File: config.mk
export PLATFORM = sky130hd
export DESIGN_NAME = sram_req_ctrl
export DESIGN_NICKNAME = d
export VERILOG_FILES = /design/src/rtl/sram_req_ctrl.sv
export SDC_FILE = /design/constraint.sdc
export NUM_CORES = 1
export LEC_CHECK = 0
export ABC_CLOCK_PERIOD_IN_PS = 5800
export CORE_ASPECT_RATIO = 0.5
export CORE_MARGIN = 5
export CORE_UTILIZATION = 43
export DETAILED_ROUTE_END_ITERATION = 7
export GPL_ROUTABILITY_DRIVEN = 0
export PLACE_DENSITY = 0.87
export SETUP_SLACK_MARGIN = 0.15
export SYNTH_ARGS = -nofsm -noshare
export SYNTH_HDL_FRONTEND = slang
export SYNTH_SLANG_ARGS = --single-unit
File: constraint.sdc
create_clock -name i_clk -period 5.8 [get_ports i_clk]
set_input_delay 0.87 -clock i_clk [delete_from_list [all_inputs] [get_ports i_clk]]
set_output_delay 0.87 -clock i_clk [all_outputs]
set_load 0.01 [all_outputs]
File: src/rtl/sram_req_ctrl.sv
// Valid/ready front end for the single-port 16K x 32 SRAM macro.
// Drives the macro pins directly from accepted requests and returns in-order responses through a small buffer.
module sram_req_ctrl #(
    parameter logic [31:0] BASE      = 32'h0000_0000,
    parameter int          RSP_DEPTH = 2
) (
    input  logic        i_clk,
    input  logic        i_rst,
    input  logic        i_req_valid,
    output logic        o_req_ready,
    input  logic        i_req_write,
    input  logic [31:0] i_req_addr,
    input  logic [3:0]  i_req_byte,
    input  logic [31:0] i_req_wdata,
    output logic        o_rsp_valid,
    input  logic        i_rsp_ready,
    output logic [31:0] o_rsp_rdata,
    output logic        o_rsp_err,
    output logic        o_sram_cs,
    output logic        o_sram_we,
    output logic [13:0] o_sram_a,
    output logic [3:0]  o_sram_byte,
    output logic [31:0] o_sram_di,
    input  logic [31:0] i_sram_do
);

    localparam int PTR_W = (RSP_DEPTH > 1) ? $clog2(RSP_DEPTH) : 1;
    localparam int CNT_W = $clog2(RSP_DEPTH + 1) + 1;
    localparam logic [CNT_W-1:0] DEPTH_C  = CNT_W'(RSP_DEPTH);
    localparam logic [PTR_W-1:0] PTR_LAST = PTR_W'(RSP_DEPTH - 1);

    // Pointers wrap explicitly so non-power-of-two depths also work.
    function automatic logic [PTR_W-1:0] ptr_next(input logic [PTR_W-1:0] p);
        if (p == PTR_LAST) begin
            return {PTR_W{1'b0}};
        end else begin
            return p + PTR_W'(1);
        end
    endfunction

    logic             r_pend_v;
    logic             r_pend_write;
    logic             r_pend_err;
    logic [31:0]      r_buf_data [RSP_DEPTH];
    logic             r_buf_err  [RSP_DEPTH];
    logic [PTR_W-1:0] r_wr_ptr;
    logic [PTR_W-1:0] r_rd_ptr;
    logic [CNT_W-1:0] r_count;

    logic             w_hit;
    logic             w_req_fire;
    logic             w_rsp_fire;
    logic [CNT_W-1:0] w_occ;
    logic [31:0]      w_push_data;
    logic [CNT_W-1:0] w_count_nxt;

    assign w_hit       = (i_req_addr[31:16] == BASE[31:16]);
    assign w_rsp_fire  = o_rsp_valid & i_rsp_ready;
    assign w_occ       = r_count + CNT_W'(r_pend_v);
    // A pop in this cycle frees a slot for the request accepted in the same cycle.
    assign o_req_ready = !i_rst && ((w_occ - CNT_W'(w_rsp_fire)) < DEPTH_C);
    assign w_req_fire  = i_req_valid & o_req_ready;

    assign o_sram_cs   = w_req_fire & w_hit;
    assign o_sram_we   = i_req_write;
    assign o_sram_a    = i_req_addr[15:2];
    assign o_sram_byte = i_req_byte;
    assign o_sram_di   = i_req_wdata;

    assign w_push_data = (!r_pend_write && !r_pend_err) ? i_sram_do : 32'h0000_0000;

    assign o_rsp_valid = (r_count != {CNT_W{1'b0}});
    assign o_rsp_rdata = o_rsp_valid ? r_buf_data[r_rd_ptr] : 32'h0000_0000;
    assign o_rsp_err   = o_rsp_valid ? r_buf_err[r_rd_ptr]  : 1'b0;

    // Next buffer occupancy from push (pending stage) and pop (response handshake).
    always_comb begin
        w_count_nxt = r_count;
        case ({r_pend_v, w_rsp_fire})
            2'b10:   w_count_nxt = r_count + CNT_W'(1);
            2'b01:   w_count_nxt = r_count - CNT_W'(1);
            default: w_count_nxt = r_count;
        endcase
    end

    // Pending stage: remembers what was issued so the DO capture next cycle is tagged correctly.
    always_ff @(posedge i_clk or posedge i_rst) begin
        if (i_rst) begin
            r_pend_v     <= 1'b0;
            r_pend_write <= 1'b0;
            r_pend_err   <= 1'b0;
        end else begin
            r_pend_v     <= w_req_fire;
            r_pend_write <= i_req_write;
            r_pend_err   <= !w_hit;
        end
    end

    // Response buffer storage, pointers and occupancy.
    always_ff @(posedge i_clk or posedge i_rst) begin
        if (i_rst) begin
            for (int i = 0; i < RSP_DEPTH; i++) begin
                r_buf_data[i] <= 32'h0000_0000;
                r_buf_err[i]  <= 1'b0;
            end
            r_wr_ptr <= {PTR_W{1'b0}};
            r_rd_ptr <= {PTR_W{1'b0}};
            r_count  <= {CNT_W{1'b0}};
        end else begin
            if (r_pend_v) begin
                r_buf_data[r_wr_ptr] <= w_push_data;
                r_buf_err[r_wr_ptr]  <= r_pend_err;
                r_wr_ptr             <= ptr_next(r_wr_ptr);
            end
            if (w_rsp_fire) begin
                r_rd_ptr <= ptr_next(r_rd_ptr);
            end
            r_count <= w_count_nxt;
        end
    end

endmodule

==> metrics.txt <==
result of the run complete, no violations; DPL Wire Length roughly 5800 um; antenna diode count 0; worst-case setup margin in the final layout between 1 and 1.5 ns; setup-violating endpoint count in the final report 0; setup total negative slack 0 ns; met3 routed wirelength just under 600 um; Hold Path Class reg2reg; cell types occupying the most area after synthesis sky130_fd_sc_hd__dfrtp_1 49%, sky130_fd_sc_hd__buf_4 10%, sky130_fd_sc_hd__nand2_1 9.7%; ports placed on the boundary 192; clock tree from TritonCTS yes; peak supply drop 0.224 mV; CP Data Arrival Time ~3.5 ns; die outline height roughly 76 um; netlist area before placement 0.00377 mm^2; dominant cell type by area after synthesis sky130_fd_sc_hd__dfrtp_1; Starting Density 0.437; M1 WL between 3000 and 4000 um; CTS H-tree depth 3; Worst Max-Slew Pin Slew 1.11 ns; top layer reached by signal wires met4; total via count in the routed design around 2800; port buffer count 89; area fraction of the dominant cell type after synthesis 0.491; total of flip-flops plus latches after synthesis 74; Slowest-stage cell, CP sky130_fd_sc_hd__clkdlybuf4s50_1; post-detailed-route via-to-cell ratio 4.94; minimum hold slack approximately 0.48 ns; row count 24; switching share of total power 0.348; fraction of registers with async set or reset after synthesis 1.00; number of nets still failing antenna checks after routing 0; number of antenna violations at the first check in global routing 0; fraction of layout cells with a size suffix above 1 0.0611; vias in the first global route slightly below 3000; portion of total power attributed to combinational logic 0.415; Worst slew margin 0.260; main flop type after synthesis sky130_fd_sc_hd__dfrtp_1; area of the multi-input gates 0.00141 mm^2; Starting DRT DRC Count ~250; Post-Layout Cell Count around 560; RSZ-0062 raised after global routing false; CTS max path bufs 2; number of inserted filler cells in the final layout a little over 700; Power per Cell Area approximately 550 mW/mm^2; type of element capturing the critical path output pin; Num Clock Sinks 74; number of enable flip-flop cells after synthesis 0; largest net degree at the start of global routing 75; instance count of the mapped netlist between 400 and 500; post-layout minimum cycle time about 4.3 ns; warning count from the yosys run 0; CTS buffer count 9; critical path's largest stage delay about 0.58 ns; WL per Instance between 15 and 20 um; wire length after detailed routing roughly 8700 um; average cell area after synthesis just over 9 um^2; register area around 0.0019 mm^2; leading cell types by count after synthesis 97 x sky130_fd_sc_hd__nand2_1, 74 x sky130_fd_sc_hd__dfrtp_1, 64 x sky130_fd_sc_hd__o21ai_0; Clk Latency, worst-skew pair between 0.3 and 0.4 ns; max-slew violation count 0; type of the setup path with the least slack in2out; final hold violation count 0; die area 0.0109 mm^2; count of cell types in the netlist 24; Overall Global Routing Usage 0.163; number of nets in the layout 547; clock network fraction of total power 0.207; number of instances resized during post-cts repair 0; cell type with the highest occurrence count on the critical path sky130_fd_sc_hd__clkdlybuf4s50_1; max capacitance violation total 0; upper clock frequency limit ~0.23 GHz; Final period util 0.746; Congestion Overflow GR 0; clock-pin transition on the worst setup and hold timing paths 0.06 ns; hold bufs inserted after CTS 0; Static Leakage 0.00206 uW; sequential-to-total area share from yosys stat 0.491; type of origin of the critical path input pin; number of placed instances, taps included ~540; internal power summed over all cells 1670 uW; final routed DRC violation total 0; most common cell in the netlist sky130_fd_sc_hd__nand2_1; Clock Tree Root sky130_fd_sc_hd__clkbuf_16; synthesis-to-layout area growth 23.0%; CP cell instances clkdlybuf4s50_1, and2_1, ha_1, nand2b_1, fa_1, xnor3_1, and3_4, nor3b_1, clkdlybuf4s50_1; Syn Nets 519; global-route wire length before repair approximately 14000 um; worst-case setup slack after placement around 1.5 ns; peak fanout along the critical path 3; sequential share of power 0.378; power spent charging and discharging nets 893 uW; required time worst endpoint slightly below 5 ns; detailed route wirelength on metal2 4340 um; detailed-router iteration count before antenna repair 4; setup bufs post-CTS 0; area of the core 0.00862 mm^2; Worst Skew between 0.005 and 0.006 ns; die outline width ~140 um
==> layer usage <==
metal  up-vias  track usage
met2        81        0.269
met3        52       0.0451
met5         -            0
met4         0        0.101
li1       1331            -
met1      1295        0.188
==> cell type report <==
type	count	share of cell area
sequential	74	0.400
inverter	7	0.00567
timing repair buffer	92	0.197
clock inverter	5	0.0121
multi-input combinational	254	0.304
tap	117	0.0316
clock buffer	10	0.0494
==> sequential cells by signal, summed over array words and instances (netlist names) <==
signal and flops:
r_buf_err 2, r_rd_ptr 1, r_pend_err 1, r_pend_write 1, r_wr_ptr 1, r_count 3, r_buf_data 64, r_pend_v 1
==> worst paths after layout <==
path,from,end,slack (ns),depth (start not counted)
max,i_rsp_ready,o_sram_cs,1.47,9
max in group asynchronous,i_rst,r_rd_ptr,3.92,3
min in group asynchronous,i_rst,r_buf_data[7],1.24,3
max reg2reg,r_count[1],r_pend_v,3.44,9
min,r_buf_data[6],r_buf_data[6],0.48,2
min reg2reg,r_buf_data[6],r_buf_data[6],0.48,2
==> logic make-up after synthesis <==
kind of cell | count (synthesis) | share of synthesized area
AND/OR/NAND/NOR | 144 | 0.156
XOR/XNOR | 6 | 0.0176
flip-flops | 74 | 0.491
AO/OA/AOI/OAI | 64 | 0.0850
adder cells (fa/ha/maj) | 4 | 0.0173
multiplexers | 36 | 0.0963
buffers and inverters | 82 | 0.136
==> cell usage in the layout, fill, tap and decap left out, types with 3 or more instances in the layout <==
cell type	count
sky130_fd_sc_hd__xor2_1	4
sky130_fd_sc_hd__o21ai_0	64
sky130_fd_sc_hd__clkbuf_16	9
sky130_fd_sc_hd__mux2i_1	34
sky130_fd_sc_hd__nor4_1	4
sky130_fd_sc_hd__clkdlybuf4s50_1	89
sky130_fd_sc_hd__dfrtp_1	73
sky130_fd_sc_hd__nor2_1	34
sky130_fd_sc_hd__inv_1	6
sky130_fd_sc_hd__buf_4	3
sky130_fd_sc_hd__nand2_1	96
==> critical path: cells and delay by family <==
kind	cells	cell delay, ns
buffers and inverters	2	1.03
and+or+nand+nor	4	0.72
adders and majority gates	2	0.63
xor gates and xnor gates	1	0.21
==> power by group through the flow <==
stage / Clock (uW) / Combinational [uW] / Sequential, uW
after floorplan: 0 / 702 / 876
after global placement: 0 / 1040 / 960
after detailed placement: 0 / 1070 / 976
after CTS: 538 / 1080 / 970
after global routing: 561 / 1180 / 1010
final: 532 / 1060 / 969
==> per-stage QoR <==
| stage | total power [uW] | utilization | instance area (um^2) |
|---|---|---|---|
| 2_1_floorplan | 1580 | - | 3770 |
| 3_3_place_gp | 2000 | 0.505 | 4350 |
| 3_5_place_dp | 2040 | 0.505 | 4350 |
| 4_1_cts | 2590 | 0.538 | 4640 |
| 5_1_grt | 2750 | 0.538 | 4640 |
| 6_report | 2560 | 0.538 | 4640 |
Power figures use the tool's default switching activity.
==> RTL edit 1: new RTL, config.mk and constraints unchanged <==
`RSP_DEPTH`: 2 -> 4.
--- a/src/rtl/sram_req_ctrl.sv
+++ b/src/rtl/sram_req_ctrl.sv
@@ -2,7 +2,7 @@
 // Drives the macro pins directly from accepted requests and returns in-order responses through a small buffer.
 module sram_req_ctrl #(
     parameter logic [31:0] BASE      = 32'h0000_0000,
-    parameter int          RSP_DEPTH = 2
+    parameter int          RSP_DEPTH = 4
 ) (
     input  logic        i_clk,
     input  logic        i_rst,
Check against the original RTL: not equivalent (Yosys sat finds a counterexample within 4 cycles, from zero or initial values and one cycle with i_rst high).
==> RTL edit 1 against the original RTL <==
Sequential cell count is 69 higher. Die area is 72% higher. Sequential share of layout area grew 4.1 points. Synthesized cell count rose by 61%. Via count increased by 80%. Clock skew up 0.0013 ns. First-iteration DRC count up 41%. Design area rose by 75%. Global-route usage increased by 2.1 points. Total power up 90%. Wire length rose by 93%. Setup slack lost 0.24 ns. Synthesized area increased by 82%. Largest power group unchanged.
==> RTL edit 1: results (changes against the original RTL) <==
stage,metric,value,unit,change
status,outcome,finished clean,,
synth,ys_top_cells_by_count,"168 x nand2_1, 143 x dfrtp_1, 118 x o21ai_0",,
layout,instances_no_fill,895,,+60%
critical_path,crit_path_start_kind,register,,
sta,clock_skew,0.006439,ns,+0.001347 ns
synth,yosysSeqAreaShare,52.24,%,+3.1 points
route,post_drt_via_cell_ratio,5.563,,+13%
grt,grt_max_degree,83,,+11%
grt,grt_pass1_wl,27410,µm,+91%
placed_design,place_area,7495,µm²,+72%
power_and_ir_drop,irDropWorstVdd,0.3083,mV,+38%
synth,synth-xor-area-share,0.7489,%,-1.0 points
critical_path,worst-path-max-fanout,37,,+34
synth,avgSynthCellArea,10.40,µm²,+13%
route,drt_iter0_drc,356,,+41%
synth,syn-num-nets,775,,+49%
sta,tightest_slew,1.191,ns,+0.08017 ns
clock_tree,cts-htree-levels,4,,+1
layout,design_area,8124,µm²,+75%
power_and_ir_drop,p_clk,1.15,mW,+120%
grt,grt_use_total,18.43,%,+2.1 points
layout,nets,794,,+45%
synth,synthAdderAreaFrac,2.119,%,+0.39 points
synth,post_synth_num_cell_types,34,,+42%
sta,period_minus_slack,4.564,ns,+0.2376 ns
placed_design,place_ws,1.584,ns,+0.1112 ns
synth,synth_compound_area_share,10.47,%,+2.0 points
synth,muxShareOfSynthArea,11.96,%,+2.3 points
clock_tree,cts_made_buffers,17,,+8
clock_tree,cts_setup_buffers,0,,unchanged
critical_path,r2r-start,r_count[2]$_DFFE_PP0P_,,
grt,use_met2,32.95,%,+6.1 points
route,drt_pre_antenna_iters,5,,+1
clock_tree,clk_latency,0.42,ns,+0.09 ns
synth,synth.area.top_cells,"dfrtp_1 52%, mux4_2 11%, nand2_1 9.2%",,
route,wl_per_cell,18.69,µm,+20%
critical_path,cp.arrival,3.69,ns,+0.23 ns
grt,use_met1,20.22,%,+1.4 points
grt,grt_use_met3,4.208,%,-0.31 points
layout,drive_gt1_share,12.45,%,+6.3 points
placed_design,place_hpwl,9991,µm,+74%
critical_path,rrSetupSlack,3.05,ns,-0.39 ns
power_and_ir_drop,switching_share,33.11,%,-1.7 points
grt,grt_pass1_vias,5381,,+85%
[RTL edit 1: cell count changes after synthesis, sizes merged, moves of 8 or more]
cell,unedited run,this run
and2,2,33
clkbuf,9,34
dfrtp,74,143
ha,2,10
mux2i,34,2
mux4,0,33
nand2,97,168
nor2,35,1
o21ai,64,131
[RTL edit 1: worst min path at each step]
stage,startpoint,endpoint,slack [ns],cells after the start
final,r_buf_data[42]$_DFFE_PP0P_,r_buf_data[42]$_DFFE_PP0P_,0.48,2
after global routing,r_buf_data[7]$_DFFE_PP0P_,r_buf_data[7]$_DFFE_PP0P_,0.50,2
after CTS,r_buf_data[121]$_DFFE_PP0P_,r_buf_data[121]$_DFFE_PP0P_,0.48,2
after detailed placement,r_buf_data[42]$_DFFE_PP0P_,r_buf_data[42]$_DFFE_PP0P_,0.47,2
after global placement,r_buf_data[108]$_DFFE_PP0P_,r_buf_data[108]$_DFFE_PP0P_,0.46,2
after floorplan,r_buf_data[32]$_DFFE_PP0P_,r_buf_data[32]$_DFFE_PP0P_,0.44,2
[RTL edit 1: final cells by class]
class,count,share of cell area [%]
Inverter,11,0.5698
Tap cell,204,3.142
Timing Repair Buffer,94,11.43
Multi-Input combinational cell,411,33.05
Clock buffer,18,5.406
Sequential cell,143,44.06
Clock inverter,14,2.341
[RTL edit 1: layer usage]
metal	vias up	wire, µm
met2	188	8833
met3	94	1041
met1	2470	6102
met4	0	749
met5	-	0
li1	2227	-
[RTL edit 1: worst min-delay path: stages (launching register included)]
cell and delay (ns):
dfrtp_1 0.34, nand2_1 0.04, o21ai_0 0.06
[RTL edit 1: kinds of logic after synthesis]
kind of cell             after synthesis
AND/OR/NAND/NOR                      216
adder cells (fa/ha/maj)               11
XOR/XNOR                               5
multiplexers                          40
flip-flops                           143
buffers and inverters                105
AO/OA/AOI/OAI                        139
==> RTL edit 2: new RTL, same settings <==
Without the edit above. Make the reset (`i_rst`) synchronous in 2 clocked blocks.
--- a/src/rtl/sram_req_ctrl.sv
+++ b/src/rtl/sram_req_ctrl.sv
@@ -84,7 +84,7 @@
     end
 
     // Pending stage: remembers what was issued so the DO capture next cycle is tagged correctly.
-    always_ff @(posedge i_clk or posedge i_rst) begin
+    always_ff @(posedge i_clk) begin
         if (i_rst) begin
             r_pend_v     <= 1'b0;
             r_pend_write <= 1'b0;
@@ -97,7 +97,7 @@
     end
 
     // Response buffer storage, pointers and occupancy.
-    always_ff @(posedge i_clk or posedge i_rst) begin
+    always_ff @(posedge i_clk) begin
         if (i_rst) begin
             for (int i = 0; i < RSP_DEPTH; i++) begin
                 r_buf_data[i] <= 32'h0000_0000;
Check against the original RTL: differs if i_rst is asserted again (counterexample within 4 cycles, from zero or initial values and one cycle with i_rst high); with i_rst held inactive, the same outputs for 10 cycles.
==> RTL edit 2 against the original RTL <==
Total power fell by 23%. Synthesized area rose by 1.8%. Design area rose by 1.8%. Wire length fell by 0.45%. Global-route usage fell by 0.62 points. Setup slack improved by 0.027 ns. First-iteration DRC count fell by 2.8%. Sequential cell count rose by 1. Clock skew barely moved.
==> RTL edit 2: results (changes against the original RTL) <==
stage,metric,value,unit,change
critical_path,reg2reg_to,r_buf_data[1][30]$_SDFFCE_PN0P_,,
clock_tree,cts-root-buf,clkbuf_16,,
clock_tree,cts-htree-levels,3,,unchanged
critical_path,rrSetupSlack,3.14,ns,-0.30 ns
route,post_drt_via_cell_ratio,5.163,,+4.6%
grt,grt_use_total,15.67,%,-0.62 points
clock_tree,clk_latency,0.33,ns,about the same
synth,synth-edff-count,66,,+66
synth,ys_ff_latch,75,,+1.4%
layout,diodes,0,,unchanged
synth,syn-num-nets,430,,-17%
critical_path,crit_path_start,i_rsp_ready,,
synth,ys_top_cells_by_count,"66 x edfxtp_1, 65 x and3_1, 51 x buf_4",,
power_and_ir_drop,irDropWorstVdd,0.2604,mV,+16%
sta,clock_skew,0.005301,ns,+0.0002085 ns
sta,slew_headroom,28.65,%,+2.7 points
status,outcome,finished clean,,
layout,nets,460,,-16%
power_and_ir_drop,power_leakage,1.890,nW,-8.3%
grt,grt_pass1_wl,13340,µm,-6.9%
synth,synth-async-reset-ratio,0,%,-100 points
hold_path,hp-class,register to register,,
critical_path,cp.arrival,3.43,ns,-0.03 ns
layout,drive_gt1_share,7.022,%,+0.91 points
clock_tree,ctsResizeCount,0,,unchanged
grt,grt_pass1_vias,2625,,-9.8%
route,wl_per_cell,18.28,µm,+18%
synth,synth.area.top_cells,"edfxtp_1 52%, and3_1 11%, buf_4 10%",,
grt,grt_max_degree,65,,-13%
critical_path,r2r-start,r_wr_ptr$_SDFFE_PP0P_,,
critical_path,r2r_cells,2,,-7
synth,yosysSeqAreaShare,56.34,%,+7.2 points
clock_tree,cts_max_path_buffers,2,,unchanged
clock_tree,path_clk_slew,0.05,ns,
route,drt_iter0_drc,245,,-2.8%
hold_path,hold_depth,2,,unchanged
placed_design,io_buffers,89,,unchanged
synth,post_synth_num_cell_types,31,,+29%
critical_path,crit_type,input pin to output port,,
RTL edit 2: kinds of logic after synthesis:
group	count (synthesis)	synth area share [%]
xor gates and xnor gates	5	1.533
muxes	33	8.608
DFF	75	56.34
and+or+nand+nor	122	18.19
adders and majority gates	4	1.695
buffers and inverters	77	12.85
AOI/OAI and AO/OA	5	0.7826
RTL edit 2: through the flow:
step	instances	area (µm²)	hold WS (ns)	util, %	setup slack [ns]
finish	473	4718	0.4974	54.18	1.500
CTS	473	4718	0.5016	54.18	1.471
floorplan	321	3837	0.4725	-	2.400
global placement	457	4438	0.4893	50.96	1.521
global route	473	4718	0.5604	54.18	1.361
detailed placement	457	4438	0.4883	50.96	1.496
RTL edit 2: how the worst min path moves through the flow:
| stage | startpoint | to | slack (ns) |
|---|---|---|---|
| 5_1_grt | r_rd_ptr$_SDFFE_PP0P_ | register | 0.56 |
| 2_1_floorplan | r_rd_ptr$_SDFFE_PP0P_ | register | 0.47 |
| 6_report | r_rd_ptr$_SDFFE_PP0P_ | register | 0.50 |
| 3_5_place_dp | r_rd_ptr$_SDFFE_PP0P_ | register | 0.49 |
| 3_3_place_gp | r_rd_ptr$_SDFFE_PP0P_ | r_rd_ptr$_SDFFE_PP0P_ | 0.49 |
| 4_1_cts | r_rd_ptr$_SDFFE_PP0P_ | register | 0.50 |
RTL edit 2: power by group:
group          total (mW)  switching [mW]  internal (mW)
Sequential          0.794          0.0926          0.702
Combinational       0.667           0.323          0.344
Clock               0.515           0.202          0.313
RTL edit 2: final cells by class:
type                            instances  area, µm²
Sequential cell                        75       2163
Multi-Input combinational cell        169       1207
Timing Repair Buffer                   90      898.4
Fill cell                             707       3990
Tap cell                              117      146.4
Clock buffer                           13      260.3
Clock inverter                          3      20.02
Inverter                                6      22.52
RTL edit 2: per-layer routing:
metal / global-route usage [%] / vias to the layer above / routed length [µm]
li1: - / 1145 / -
met1: 14.83 / 1147 / 2797
met2: 29.96 / 113 / 4725
met3: 5.718 / 37 / 907
met4: 6.955 / 0 / 216
met5: 0 / - / 0
RTL edit 2: worst max-delay path, stage by stage:
cell and delay, ns:
clkdlybuf4s50_1 0.40, o31ai_1 0.10, inv_1 0.13, ha_1 0.28, nand2b_1 0.15, fa_1 0.37, xor3_1 0.20, nor3b_2 0.21
and3_1 0.19, clkdlybuf4s50_1 0.53
